==> config.mk <==
export PLATFORM = sky130hd
export DESIGN_NAME = mem_ctrl_flat
export DESIGN_NICKNAME = d
export VERILOG_FILES = /design/src/rtl/mem_ctrl_pkg.sv /design/src/rtl/mem_ctrl_if.sv /design/src/rtl/mem_ctrl_byte_seq.sv /design/src/rtl/mem_ctrl.sv /design/src/flat_wrapper.sv
export SDC_FILE = /design/constraint.sdc
export NUM_CORES = 1
export LEC_CHECK = 0
export CAP_MARGIN = 5
export CORE_MARGIN = 2
export CORE_UTILIZATION = 42
export CTS_BUF_LIST = sky130_fd_sc_hd__clkbuf_16
export DETAILED_ROUTE_END_ITERATION = 8
export PLACE_DENSITY = 0.68
export SLEW_MARGIN = 20
export SYNTH_ARGS = -nofsm -noshare
export SYNTH_HDL_FRONTEND = slang
export SYNTH_HIERARCHICAL = 1
export SYNTH_SLANG_ARGS = --single-unit
==> constraint.sdc <==
create_clock -name clk -period 5.95 [get_ports clk]
set_input_delay 1.785 -clock clk [delete_from_list [all_inputs] [get_ports clk]]
set_output_delay 1.785 -clock clk [all_outputs]
set_load 0.1 [all_outputs]
==> src/rtl/mem_ctrl_pkg.sv <==
// Shared definitions for the byte-serialising RAM port controller:
// length codes, FSM states, requester IDs and the length decoder.
package mem_ctrl_pkg;

    localparam int ADDR_W_DEF = 32;

    localparam logic [1:0] LEN_B = 2'd0;
    localparam logic [1:0] LEN_H = 2'd1;
    localparam logic [1:0] LEN_W = 2'd2;

    typedef enum logic [1:0] {
        ST_IDLE  = 2'd0,
        ST_READ  = 2'd1,
        ST_WRITE = 2'd2,
        ST_DONE  = 2'd3
    } state_e;

    localparam logic OWN_IF  = 1'b0;
    localparam logic OWN_MEM = 1'b1;

    localparam logic [31:0] ZeroWord = 32'h0000_0000;

    // Length code 3 is an oversized request and is served as a word.
    function automatic logic [2:0] len_to_n(input logic [1:0] len);
        logic [2:0] n;
        case (len)
            LEN_B:   n = 3'd1;
            LEN_H:   n = 3'd2;
            default: n = 3'd4;
        endcase
        return n;
    endfunction

endpackage

==> src/rtl/mem_ctrl_if.sv <==
// Bundle of the IF request, MEM request and byte-wide RAM port signals.
// The controller takes the slave side; the pipeline/RAM environment the master side.
interface mem_ctrl_if #(
    parameter int ADDR_W = 32
);
    logic              if_req_i;
    logic [ADDR_W-1:0] if_addr_i;
    logic [31:0]       if_data_o;
    logic              if_done_o;

    logic              mem_req_i;
    logic              mem_we_i;
    logic [1:0]        mem_len_i;
    logic [ADDR_W-1:0] mem_addr_i;
    logic [31:0]       mem_wdata_i;
    logic [31:0]       mem_rdata_o;
    logic              mem_done_o;

    logic [ADDR_W-1:0] ram_addr_o;
    logic              ram_wr_o;
    logic [7:0]        ram_dout_o;
    logic [7:0]        ram_din_i;

    modport slave (
        input  if_req_i, if_addr_i,
        output if_data_o, if_done_o,
        input  mem_req_i, mem_we_i, mem_len_i, mem_addr_i, mem_wdata_i,
        output mem_rdata_o, mem_done_o,
        output ram_addr_o, ram_wr_o, ram_dout_o,
        input  ram_din_i
    );

    modport master (
        output if_req_i, if_addr_i,
        input  if_data_o, if_done_o,
        output mem_req_i, mem_we_i, mem_len_i, mem_addr_i, mem_wdata_i,
        input  mem_rdata_o, mem_done_o,
        input  ram_addr_o, ram_wr_o, ram_dout_o,
        output ram_din_i
    );

endinterface

==> src/rtl/mem_ctrl_byte_seq.sv <==
// Byte sequencer: per-transaction counter, address/data lane generator and
// read assembler. k counts edges since the grant; byte j is captured at k = j+2.
module mem_byte_seq
    import mem_ctrl_pkg::*;
#(
    parameter int ADDR_W = ADDR_W_DEF
) (
    input  logic              clk,
    input  logic              rst,
    input  logic              start_i,
    input  logic              active_i,
    input  logic              we_i,
    input  logic [1:0]        len_i,
    input  logic [ADDR_W-1:0] base_i,
    input  logic [31:0]       wdata_i,
    input  logic [7:0]        din_i,
    output logic [ADDR_W-1:0] lane_addr_o,
    output logic [7:0]        lane_byte_o,
    output logic              addr_phase_o,
    output logic              wr_last_o,
    output logic              rd_last_o,
    output logic [31:0]       asm_o
);

    logic [ADDR_W-1:0] base_q;
    logic [31:0]       wdata_q;
    logic [2:0]        n_q;
    logic              we_q;
    logic [2:0]        k_q;
    logic [31:0]       asm_q;

    logic              cap_en;
    logic [1:0]        cap_idx;

    always_ff @(posedge clk) begin
        if (!rst) begin
            base_q  <= '0;
            wdata_q <= ZeroWord;
            n_q     <= 3'd0;
            we_q    <= 1'b0;
            k_q     <= 3'd0;
            asm_q   <= ZeroWord;
        end else if (start_i) begin
            base_q  <= base_i;
            wdata_q <= wdata_i;
            n_q     <= len_to_n(len_i);
            we_q    <= we_i;
            k_q     <= 3'd1;
            asm_q   <= ZeroWord;
        end else if (active_i) begin
            k_q <= k_q + 3'd1;
            if (cap_en) begin
                asm_q <= asm_o;
            end
        end
    end

    // RAM data lags its address by one cycle, so captures trail issue by two edges.
    assign cap_en  = active_i && !we_q && (k_q >= 3'd2);
    assign cap_idx = k_q[1:0] - 2'd2;

    generate
        for (genvar gi = 0; gi < 4; gi++) begin : g_lane
            assign asm_o[8*gi +: 8] = (cap_en && (cap_idx == 2'(gi))) ? din_i
                                                                     : asm_q[8*gi +: 8];
        end
    endgenerate

    // On the grant edge the first lane comes straight from the request inputs.
    assign lane_addr_o  = start_i ? base_i : base_q + ADDR_W'(k_q);
    assign lane_byte_o  = start_i ? wdata_i[7:0] : wdata_q[{k_q[1:0], 3'b000} +: 8];
    assign addr_phase_o = (k_q < n_q);
    assign wr_last_o    = (k_q == n_q);
    assign rd_last_o    = (k_q == (n_q + 3'd1));

endmodule

==> src/rtl/mem_ctrl.sv <==
// Shares the byte-wide RAM port between IF and MEM: MEM-priority arbiter,
// transaction FSM and registered RAM/response outputs around mem_byte_seq.
module mem_ctrl
    import mem_ctrl_pkg::*;
#(
    parameter int ADDR_W = ADDR_W_DEF
) (
    input  logic     clk,
    input  logic     rst,
    mem_ctrl_if.slave bus
);

    state_e            state_q, state_d;
    logic              owner_q, owner_d;
    logic [ADDR_W-1:0] ram_addr_q, ram_addr_d;
    logic              ram_wr_q, ram_wr_d;
    logic [7:0]        ram_dout_q, ram_dout_d;
    logic [31:0]       if_data_q, if_data_d;
    logic [31:0]       mem_rdata_q, mem_rdata_d;
    logic              if_done_q, if_done_d;
    logic              mem_done_q, mem_done_d;

    logic              grant_mem;
    logic              grant_any;
    logic              grant_we;
    logic [1:0]        grant_len;
    logic [ADDR_W-1:0] grant_base;
    logic [31:0]       grant_wdata;
    logic              start;
    logic              active;

    logic [ADDR_W-1:0] lane_addr;
    logic [7:0]        lane_byte;
    logic              addr_phase;
    logic              wr_last;
    logic              rd_last;
    logic [31:0]       asm_word;

    // MEM wins any tie; IF always fetches a full word.
    always_comb begin
        grant_mem   = bus.mem_req_i;
        grant_any   = bus.mem_req_i || bus.if_req_i;
        grant_we    = grant_mem ? bus.mem_we_i    : 1'b0;
        grant_len   = grant_mem ? bus.mem_len_i   : LEN_W;
        grant_base  = grant_mem ? bus.mem_addr_i  : bus.if_addr_i;
        grant_wdata = grant_mem ? bus.mem_wdata_i : ZeroWord;
    end

    assign start  = (state_q == ST_IDLE) && grant_any;
    assign active = (state_q == ST_READ) || (state_q == ST_WRITE);

    mem_byte_seq #(
        .ADDR_W (ADDR_W)
    ) u_seq (
        .clk          (clk),
        .rst          (rst),
        .start_i      (start),
        .active_i     (active),
        .we_i         (grant_we),
        .len_i        (grant_len),
        .base_i       (grant_base),
        .wdata_i      (grant_wdata),
        .din_i        (bus.ram_din_i),
        .lane_addr_o  (lane_addr),
        .lane_byte_o  (lane_byte),
        .addr_phase_o (addr_phase),
        .wr_last_o    (wr_last),
        .rd_last_o    (rd_last),
        .asm_o        (asm_word)
    );

    always_ff @(posedge clk) begin
        if (!rst) begin
            state_q     <= ST_IDLE;
            owner_q     <= OWN_IF;
            ram_addr_q  <= '0;
            ram_wr_q    <= 1'b0;
            ram_dout_q  <= 8'h00;
            if_data_q   <= ZeroWord;
            mem_rdata_q <= ZeroWord;
            if_done_q   <= 1'b0;
            mem_done_q  <= 1'b0;
        end else begin
            state_q     <= state_d;
            owner_q     <= owner_d;
            ram_addr_q  <= ram_addr_d;
            ram_wr_q    <= ram_wr_d;
            ram_dout_q  <= ram_dout_d;
            if_data_q   <= if_data_d;
            mem_rdata_q <= mem_rdata_d;
            if_done_q   <= if_done_d;
            mem_done_q  <= mem_done_d;
        end
    end

    // The RAM port idles at address 0 / no write whenever nothing is issued.
    always_comb begin
        state_d     = state_q;
        owner_d     = owner_q;
        ram_addr_d  = '0;
        ram_wr_d    = 1'b0;
        ram_dout_d  = 8'h00;
        if_data_d   = if_data_q;
        mem_rdata_d = mem_rdata_q;
        if_done_d   = 1'b0;
        mem_done_d  = 1'b0;

        case (state_q)
            ST_IDLE: begin
                if (start) begin
                    owner_d    = grant_mem ? OWN_MEM : OWN_IF;
                    ram_addr_d = lane_addr;
                    if (grant_we) begin
                        ram_wr_d   = 1'b1;
                        ram_dout_d = lane_byte;
                        state_d    = ST_WRITE;
                    end else begin
                        state_d    = ST_READ;
                    end
                end
            end

            ST_READ: begin
                if (addr_phase) begin
                    ram_addr_d = lane_addr;
                end
                if (rd_last) begin
                    state_d = ST_DONE;
                    if (owner_q == OWN_MEM) begin
                        mem_rdata_d = asm_word;
                        mem_done_d  = 1'b1;
                    end else begin
                        if_data_d   = asm_word;
                        if_done_d   = 1'b1;
                    end
                end
            end

            ST_WRITE: begin
                if (addr_phase) begin
                    ram_addr_d = lane_addr;
                    ram_wr_d   = 1'b1;
                    ram_dout_d = lane_byte;
                end else if (wr_last) begin
                    state_d = ST_DONE;
                    if (owner_q == OWN_MEM) begin
                        mem_done_d = 1'b1;
                    end else begin
                        if_done_d  = 1'b1;
                    end
                end
            end

            ST_DONE: begin
                state_d = ST_IDLE;
            end

            default: begin
                state_d = ST_IDLE;
            end
        endcase
    end

    assign bus.ram_addr_o  = ram_addr_q;
    assign bus.ram_wr_o    = ram_wr_q;
    assign bus.ram_dout_o  = ram_dout_q;
    assign bus.if_data_o   = if_data_q;
    assign bus.if_done_o   = if_done_q;
    assign bus.mem_rdata_o = mem_rdata_q;
    assign bus.mem_done_o  = mem_done_q;

endmodule

==> src/flat_wrapper.sv <==
// flat-port wrapper written by rule: the top's interface ports become plain ports
module mem_ctrl_flat import mem_ctrl_pkg::*;
#(
    parameter int ADDR_W = ADDR_W_DEF
)
  (clk, rst, bus_if_req_i, bus_if_addr_i, bus_if_data_o, bus_if_done_o, bus_mem_req_i, bus_mem_we_i, bus_mem_len_i, bus_mem_addr_i, bus_mem_wdata_i, bus_mem_rdata_o, bus_mem_done_o, bus_ram_addr_o, bus_ram_wr_o, bus_ram_dout_o, bus_ram_din_i);
  mem_ctrl_if #(.ADDR_W(ADDR_W)) bus_i ();
  input  logic clk;
  input  logic rst;
  input wire logic [$bits(bus_i.if_req_i)-1:0] bus_if_req_i;
  input wire logic [$bits(bus_i.if_addr_i)-1:0] bus_if_addr_i;
  output wire logic [$bits(bus_i.if_data_o)-1:0] bus_if_data_o;
  output wire logic [$bits(bus_i.if_done_o)-1:0] bus_if_done_o;
  input wire logic [$bits(bus_i.mem_req_i)-1:0] bus_mem_req_i;
  input wire logic [$bits(bus_i.mem_we_i)-1:0] bus_mem_we_i;
  input wire logic [$bits(bus_i.mem_len_i)-1:0] bus_mem_len_i;
  input wire logic [$bits(bus_i.mem_addr_i)-1:0] bus_mem_addr_i;
  input wire logic [$bits(bus_i.mem_wdata_i)-1:0] bus_mem_wdata_i;
  output wire logic [$bits(bus_i.mem_rdata_o)-1:0] bus_mem_rdata_o;
  output wire logic [$bits(bus_i.mem_done_o)-1:0] bus_mem_done_o;
  output wire logic [$bits(bus_i.ram_addr_o)-1:0] bus_ram_addr_o;
  output wire logic [$bits(bus_i.ram_wr_o)-1:0] bus_ram_wr_o;
  output wire logic [$bits(bus_i.ram_dout_o)-1:0] bus_ram_dout_o;
  input wire logic [$bits(bus_i.ram_din_i)-1:0] bus_ram_din_i;
  assign bus_i.if_req_i = bus_if_req_i;
  assign bus_i.if_addr_i = bus_if_addr_i;
  assign bus_if_data_o = bus_i.if_data_o;
  assign bus_if_done_o = bus_i.if_done_o;
  assign bus_i.mem_req_i = bus_mem_req_i;
  assign bus_i.mem_we_i = bus_mem_we_i;
  assign bus_i.mem_len_i = bus_mem_len_i;
  assign bus_i.mem_addr_i = bus_mem_addr_i;
  assign bus_i.mem_wdata_i = bus_mem_wdata_i;
  assign bus_mem_rdata_o = bus_i.mem_rdata_o;
  assign bus_mem_done_o = bus_i.mem_done_o;
  assign bus_ram_addr_o = bus_i.ram_addr_o;
  assign bus_ram_wr_o = bus_i.ram_wr_o;
  assign bus_ram_dout_o = bus_i.ram_dout_o;
  assign bus_i.ram_din_i = bus_ram_din_i;
  mem_ctrl #(.ADDR_W(ADDR_W)) u_core (.clk(clk), .rst(rst), .bus(bus_i));
endmodule
==> flow_summary.yaml, run 1 <==
synth:
  synth_edf_count: 0
  synth_ff_type: "dfxtp_1"
  synth_area_sq_mm: 0.00968
  ys_ff_latch: 213
  yosysUniqueCellTypes: 61
  synth-simple-area-share_pct: 23.3
  yosysSeqAreaShare_pct: 44.1
  avgSynthCellArea_sq_um: 9.34
  yosys_warnings: 6
  synth-xor-area-share_pct: 1.27
  syn_inst: 1036
  syn-num-nets: 1164
  synth_compound_area_share_pct: 10.3
  async_flop_share_pct: 0
  synth_adder_area_share_pct: 2.28
  synth.area.mux_share_pct: 14.8
  synth_top_family_by_area: "simple AND/OR/NAND/NOR gates"
setup_path:
  slowest_delay_ns: 0.56
  cp-end-kind: "flop"
  slowest_stage: "clkinv_1"
  crit_required_ns: 6.35
  path_cells: "clkdlybuf4s50_1, o21ai_1, inv_4, clkinv_1, buf_4, nand2_1, a21oi_1, a211o_1, and2_1"
  crit_start: "bus_if_req_i"
  reg2reg_from: "u_core/u_seq/k_q[0]"
  cp_max_fo: 31
  crit_type: "in -> reg"
  start_kind: "primary input"
  worstPathArrival_ns: 4.29
sta:
  maxSlewHeadroom_pct: 31.5
  whs_ns: 0.452
  rsz0062_at_grt: "false"
  period_needed_ns: 3.89
  tns_ns: 0
  skew_ns: 0.0110
  hold_viol_final: 0
  tightest_slew_ns: 1.02
  slew_violations: 0
  finalSetupViolCount: 0
  clock.fmax_ghz: 0.257
  finalCritPeriodShare_pct: 65.4
routing:
  wl_um: 23900
  detail-route-antenna-nets: 0
  via_count: 7610
  drcViolationCount: 0
  drtPass1Iterations: 5
  drt-met1-wl_um: 11300
  wl_met2_um: 10900
  drtIter0Drc: 321
  vias_per_cell: 5.00
  wl_met3_um: 1260
  highest_layer: "met4"
  wl_per_cell_um: 15.7
grt:
  grt_usage_pct: 19.4
  grt_max_degree: 98
  grt_pass1_wl_um: 38300
  gr-total-overflow: 0
  first_global_vias: 7356
  grt_antenna_before_repair: 3
placed_design:
  gp_congestion: 0.828
  io_buffers: 217
  dp_hpwl_um: 16400
clock_tree:
  cts-root-buf: "clkbuf_16"
  clock_latency_ns: 0.51
  post_cts_resized: 0
  post_cts_buffers: 0
  numCtsBuffers: 23
  htree_levels: 1
  clk_pin_slew_ns: 0.06
  clock-sinks: 213
  cts_tree: "done"
  cts_buffer_depth: 3
  holdBufCountCts: 0
layout:
  area.growth.synth_to_final_pct: 30.9
  regArea_sq_mm: 0.00426
  multi_input_area_sq_mm: 0.00503
  fill_cells: 2049
  drive_gt1_share_pct: 10.5
  nets: 1348
run:
  maxCapViolations: 0
pwr:
  p_leak_nw: 4.78
  ir_drop_v: 0.000210
  powerDensity_mw_per_mm2: 367
hold_path:
  holdCritStartpoint: "u_core/bus.if_data_o[16]"
  hp-class: "reg -> reg"
floorplan:
  die_area_sq_mm: 0.0243
  fp.dieW_um: 156
  core_sq_mm: 0.0226
  rows: 55
  die_h_um: 156
  start_util_pct: 42.7
  ios: 218
status:
  status: "completed"
-- cell usage in the layout, fill, tap and decap left out, types with 2 or more instances in the layout --
master,instances
a21boi_1,10
buf_4,9
a22oi_1,2
diode_2,3
dfxtp_1,213
a31oi_1,3
nor2_1,14
ha_1,16
or3_1,2
nand3_1,17
a31o_2,3
clkinv_2,4
or4_1,2
a21oi_1,6
and2_1,77
bufinv_16,3
nor2b_1,76
a21boi_0,81
mux4_2,8
a21oi_2,2
mux2i_1,53
xor2_1,4
o31ai_1,2
and4_1,2
xnor2_1,10
nor3_1,8
nand2_1,210
inv_1,16
and3_1,6
nor4_1,3
nand4_1,13
clkbuf_16,23
nor3b_1,2
o21ai_0,16
a32oi_1,2
clkinv_1,5
clkdlybuf4s50_1,215
mux2_2,64
a211oi_1,2
nand2b_1,5
-- power by group --
group / switching [mW] / internal (mW) / leakage [nW] / total [mW]
registers: 0.139 / 1.58 / 1.73 / 1.72
clock network: 0.562 / 0.828 / 0.374 / 1.39
logic: 1.01 / 0.527 / 2.68 / 1.53
total: 1.71 / 2.94 / 4.78 / 4.65
-- layer usage --
metal  up-vias  global-route usage (%)
met1      3526                    26.1
met5         -                       0
li1       3856                       -
met3        35                    3.11
met4         0                    5.94
met2       193                    32.3
-- cells by family (layout without fill, tap and decap cells) --
| kind of cell | count (synthesis) | after routing |
|---|---|---|
| adder cells (fa/ha/maj) | 17 | 17 |
| buffers and inverters | 81 | 279 |
| AO/OA/AOI/OAI | 139 | 139 |
| flip-flops | 213 | 213 |
| other | 0 | 3 |
| multiplexers | 125 | 125 |
| AND/OR/NAND/NOR | 447 | 447 |
| XOR/XNOR | 14 | 14 |
-- cell usage after synthesis (2+ instances only) --
cell type | n | area, sq um
a31o_2 | 3 | 26.3
o21ai_0 | 16 | 80.1
a31oi_1 | 3 | 18.8
mux2i_1 | 53 | 531
and4_1 | 2 | 17.5
nor2_1 | 14 | 52.6
nor2b_1 | 76 | 475
xnor2_1 | 10 | 87.6
nand2b_1 | 5 | 31.3
and2_1 | 77 | 482
nand3_1 | 17 | 85.1
nor4_1 | 3 | 18.8
mux4_2 | 8 | 180
nand4_1 | 13 | 81.3
or4_1 | 2 | 15.0
a21oi_1 | 7 | 35.0
a21boi_0 | 81 | 608
dfxtp_1 | 213 | 4260
mux2_2 | 64 | 721
o31ai_1 | 2 | 15.0
a22oi_1 | 2 | 15.0
clkbuf_1 | 35 | 131
a21boi_1 | 10 | 75.1
clkbuf_2 | 6 | 30.0
buf_2 | 14 | 70.1
and3_1 | 6 | 37.5
a32oi_1 | 2 | 17.5
buf_6 | 7 | 78.8
nand2_1 | 211 | 792
buf_1 | 3 | 11.3
inv_1 | 13 | 48.8
ha_1 | 16 | 200
xor2_1 | 4 | 35.0
nor3b_1 | 2 | 15.0
a211oi_1 | 2 | 15.0
nor3_1 | 8 | 40.0
or3_1 | 2 | 12.5
-- state kept, by name, summed over array words and instances (netlist names), 2 cells and up --
register / flops
u_core/u_seq/wdata_q: 32
u_core/u_seq/asm_q: 32
u_core/state_q: 2
u_core/u_seq/n_q: 3
u_core/bus.ram_addr_o: 32
u_core/bus.ram_dout_o: 8
u_core/bus.if_data_o: 32
u_core/u_seq/k_q: 3
u_core/u_seq/base_q: 32
u_core/bus.mem_rdata_o: 32
-- path summary, 6_finish.rpt --
check,endpoint,slack [ns],cells past startpoint
max reg2reg,u_core/bus.mem_rdata_o[24],2.81,6
max,u_core/bus.ram_addr_o[22],2.06,9
min,u_core/bus.if_data_o[16],0.45,2
min reg2reg,u_core/bus.if_data_o[16],0.45,2
-- area by class of cell --
cell class,instances,area share (%)
Multi-Input combinational cell,742,39.7
Tap cell,285,2.81
Clock buffer,23,4.54
Antenna cell,3,0.0593
Sequential cell,213,33.7
Inverter,15,0.464
Clock inverter,16,1.18
Timing Repair Buffer,225,17.6
-- worst max-delay path, delay by kind of cell --
kind,cells,cell delay (ns)
AOI/OAI and AO/OA,3,0.47
buffers and inverters,4,1.78
and+or+nand+nor,2,0.24
-- per-stage QoR --
step | setup WS [ns] | power (mW) | cells | util, % | area (sq um)
after floorplan | 2.68 | 2.91 | 1036 | - | 9680
after global placement | 1.43 | 3.27 | 1480 | 52.7 | 11900
after detailed placement | 1.34 | 3.29 | 1480 | 52.7 | 11900
after CTS | 1.87 | 4.68 | 1519 | 55.9 | 12700
after global routing | 1.81 | 4.88 | 1521 | 55.9 | 12700
final | 2.06 | 4.65 | 1522 | 56.0 | 12700
(Power assumes the default switching activity.)
==> inputs of run 2 (changes only) <==
PLACE_DENSITY = 0.7   (was 0.68)
clock period = 3.33 ns   (was 5.95 ns; I/O delays follow)
==> flow_summary.yaml, run 2 (synthesized netlist as in run 1, its figures left out) <==
run:
  maxCapViolations: 0
sta:
  finalSetupViolCount: 0
  hold_viol_final: 0
  tns_ns: 0
  clock.fmax_ghz: 0.390
  finalCritPeriodShare_pct: 77.0
  tightest_slew_ns: 0.704
  skew_ns: 0.0135
  period_needed_ns: 2.56
  rsz0062_at_grt: "false"
  slew_violations: 0
  maxSlewHeadroom_pct: 52.7
hold_path:
  min_to: "u_core/bus.mem_rdata_o[4]"
  min_path_cells: 2
  hp-class: "reg -> reg"
  holdCritStartpoint: "u_core/bus.mem_rdata_o[4]"
routing:
  via_count: 7640
  wl_per_cell_um: 15.4
  wl_um: 23600
  vias_per_cell: 4.99
  drtPass1Iterations: 5
  drcViolationCount: 0
  detail-route-antenna-nets: 0
  drtIter0Drc: 374
clock_tree:
  post_cts_resized: 0
  clock-sinks: 213
  cts-root-buf: "clkbuf_16"
  clk_pin_slew_ns: 0.06
  numCtsBuffers: 23
  holdBufCountCts: 0
  cts_tree: "done"
  clock_latency_ns: 0.51
  htree_levels: 1
  cts_buffer_depth: 3
  post_cts_buffers: 0
grt:
  first_global_vias: 7363
  grt_usage_pct: 19.2
  gr-total-overflow: 0
  grt_antenna_before_repair: 2
  grt_max_degree: 72
  grt_pass1_wl_um: 37800
placed_design:
  io_buffers: 217
  dp_hpwl_um: 16500
  dp.cells: 1490
  gp_congestion: 0.850
setup_path:
  rr_worst_depth: 7
  crit_type: "in -> reg"
  crit_required_ns: 3.72
  r2r_slack_ns: 0.88
  start_kind: "primary input"
  reg2reg_from: "u_core/u_seq/n_q[0]"
  cp-end-kind: "flop"
  worstPathArrival_ns: 2.95
  r2r-end: "u_core/bus.if_data_o[22]"
  cp_max_fo: 18
floorplan:
  fp.dieW_um: 156
  rows: 55
  ios: 218
  core_sq_mm: 0.0226
  die_h_um: 156
  start_util_pct: 42.7
  die_area_sq_mm: 0.0243
layout:
  layout_commonest_cell: "dfxtp_1"
  nets: 1358
  drive_gt1_share_pct: 19.9
  fill_cells: 2077
  area.growth.synth_to_final_pct: 29.2
  mostFrequentLayoutCells: "dfxtp_1, nand2_1, buf_4"
  stdcell_count: 1531
pwr:
  powerDensity_mw_per_mm2: 666
  p_leak_nw: 5.06
  ir_drop_v: 0.000407
status:
  status: "completed"
==> run 2: worst max path at each step <==
| stage | start | end | slack, ns |
|---|---|---|---|
| floorplan | u_core/u_seq/k_q[0] | u_core/state_q[0] | 0.79 |
| global placement | bus_if_req_i | u_core/bus.ram_addr_o[31] | 0.37 |
| detailed placement | bus_if_req_i | u_core/bus.ram_addr_o[31] | 0.27 |
| CTS | bus_if_req_i | u_core/bus.ram_addr_o[31] | 0.80 |
| global route | bus_if_req_i | u_core/bus.ram_addr_o[31] | 0.61 |
| finish | bus_if_req_i | u_core/bus.ram_addr_o[22] | 0.77 |
==> run 2: routing by layer <==
layer / global-route usage, % / up-vias / part of all wire, %
li1: - / 3879 / -
met1: 25.8 / 3511 / 46
met2: 31.9 / 205 / 46
met3: 3.06 / 43 / 5.1
met4: 5.46 / 2 / 2.6
met5: 0 / - / 0.055
==> run 2: layout make-up <==
cell class / count / area, sq um / share of cell area (%)
clock buffers: 23 / 576 / 4.61
repair buffers: 235 / 2060 / 16.5
flip-flops and latches: 213 / 4260 / 34.1
multi-input cells: 742 / 5030 / 40.2
clock inverters: 16 / 153 / 1.22
diodes: 2 / 5.00 / 0.0400
inverters: 15 / 57.6 / 0.461
well taps: 285 / 357 / 2.85
==> run 2: stage by stage <==
step	hold slack (ns)	total power, mW	cell area [sq um]	utilization (%)	worst slack (ns)
after floorplan	0.450	5.19	9680	-	0.794
after global placement	0.444	5.88	11800	52.0	0.370
after detailed placement	0.446	5.90	11800	52.0	0.268
after CTS	0.454	8.40	12500	55.2	0.797
after global routing	0.469	8.74	12500	55.2	0.612
final	0.451	8.32	12500	55.2	0.766
==> run 2: critical path: stages <==
cell and delay [ns]:
clkdlybuf4s50_1 0.52, o21ai_1 0.12, clkinv_2 0.24, clkinv_1 0.28, buf_4 0.24, nand2_1 0.08, a21oi_1 0.04, a211o_1 0.29
and2_1 0.14
==> run 2: power by group <==
part | switching (mW) | internal, mW | total, mW
Combinational | 1.85 | 0.964 | 2.81
Clock | 0.999 | 1.48 | 2.48
Sequential | 0.194 | 2.83 | 3.02
Total | 3.04 | 5.28 | 8.32
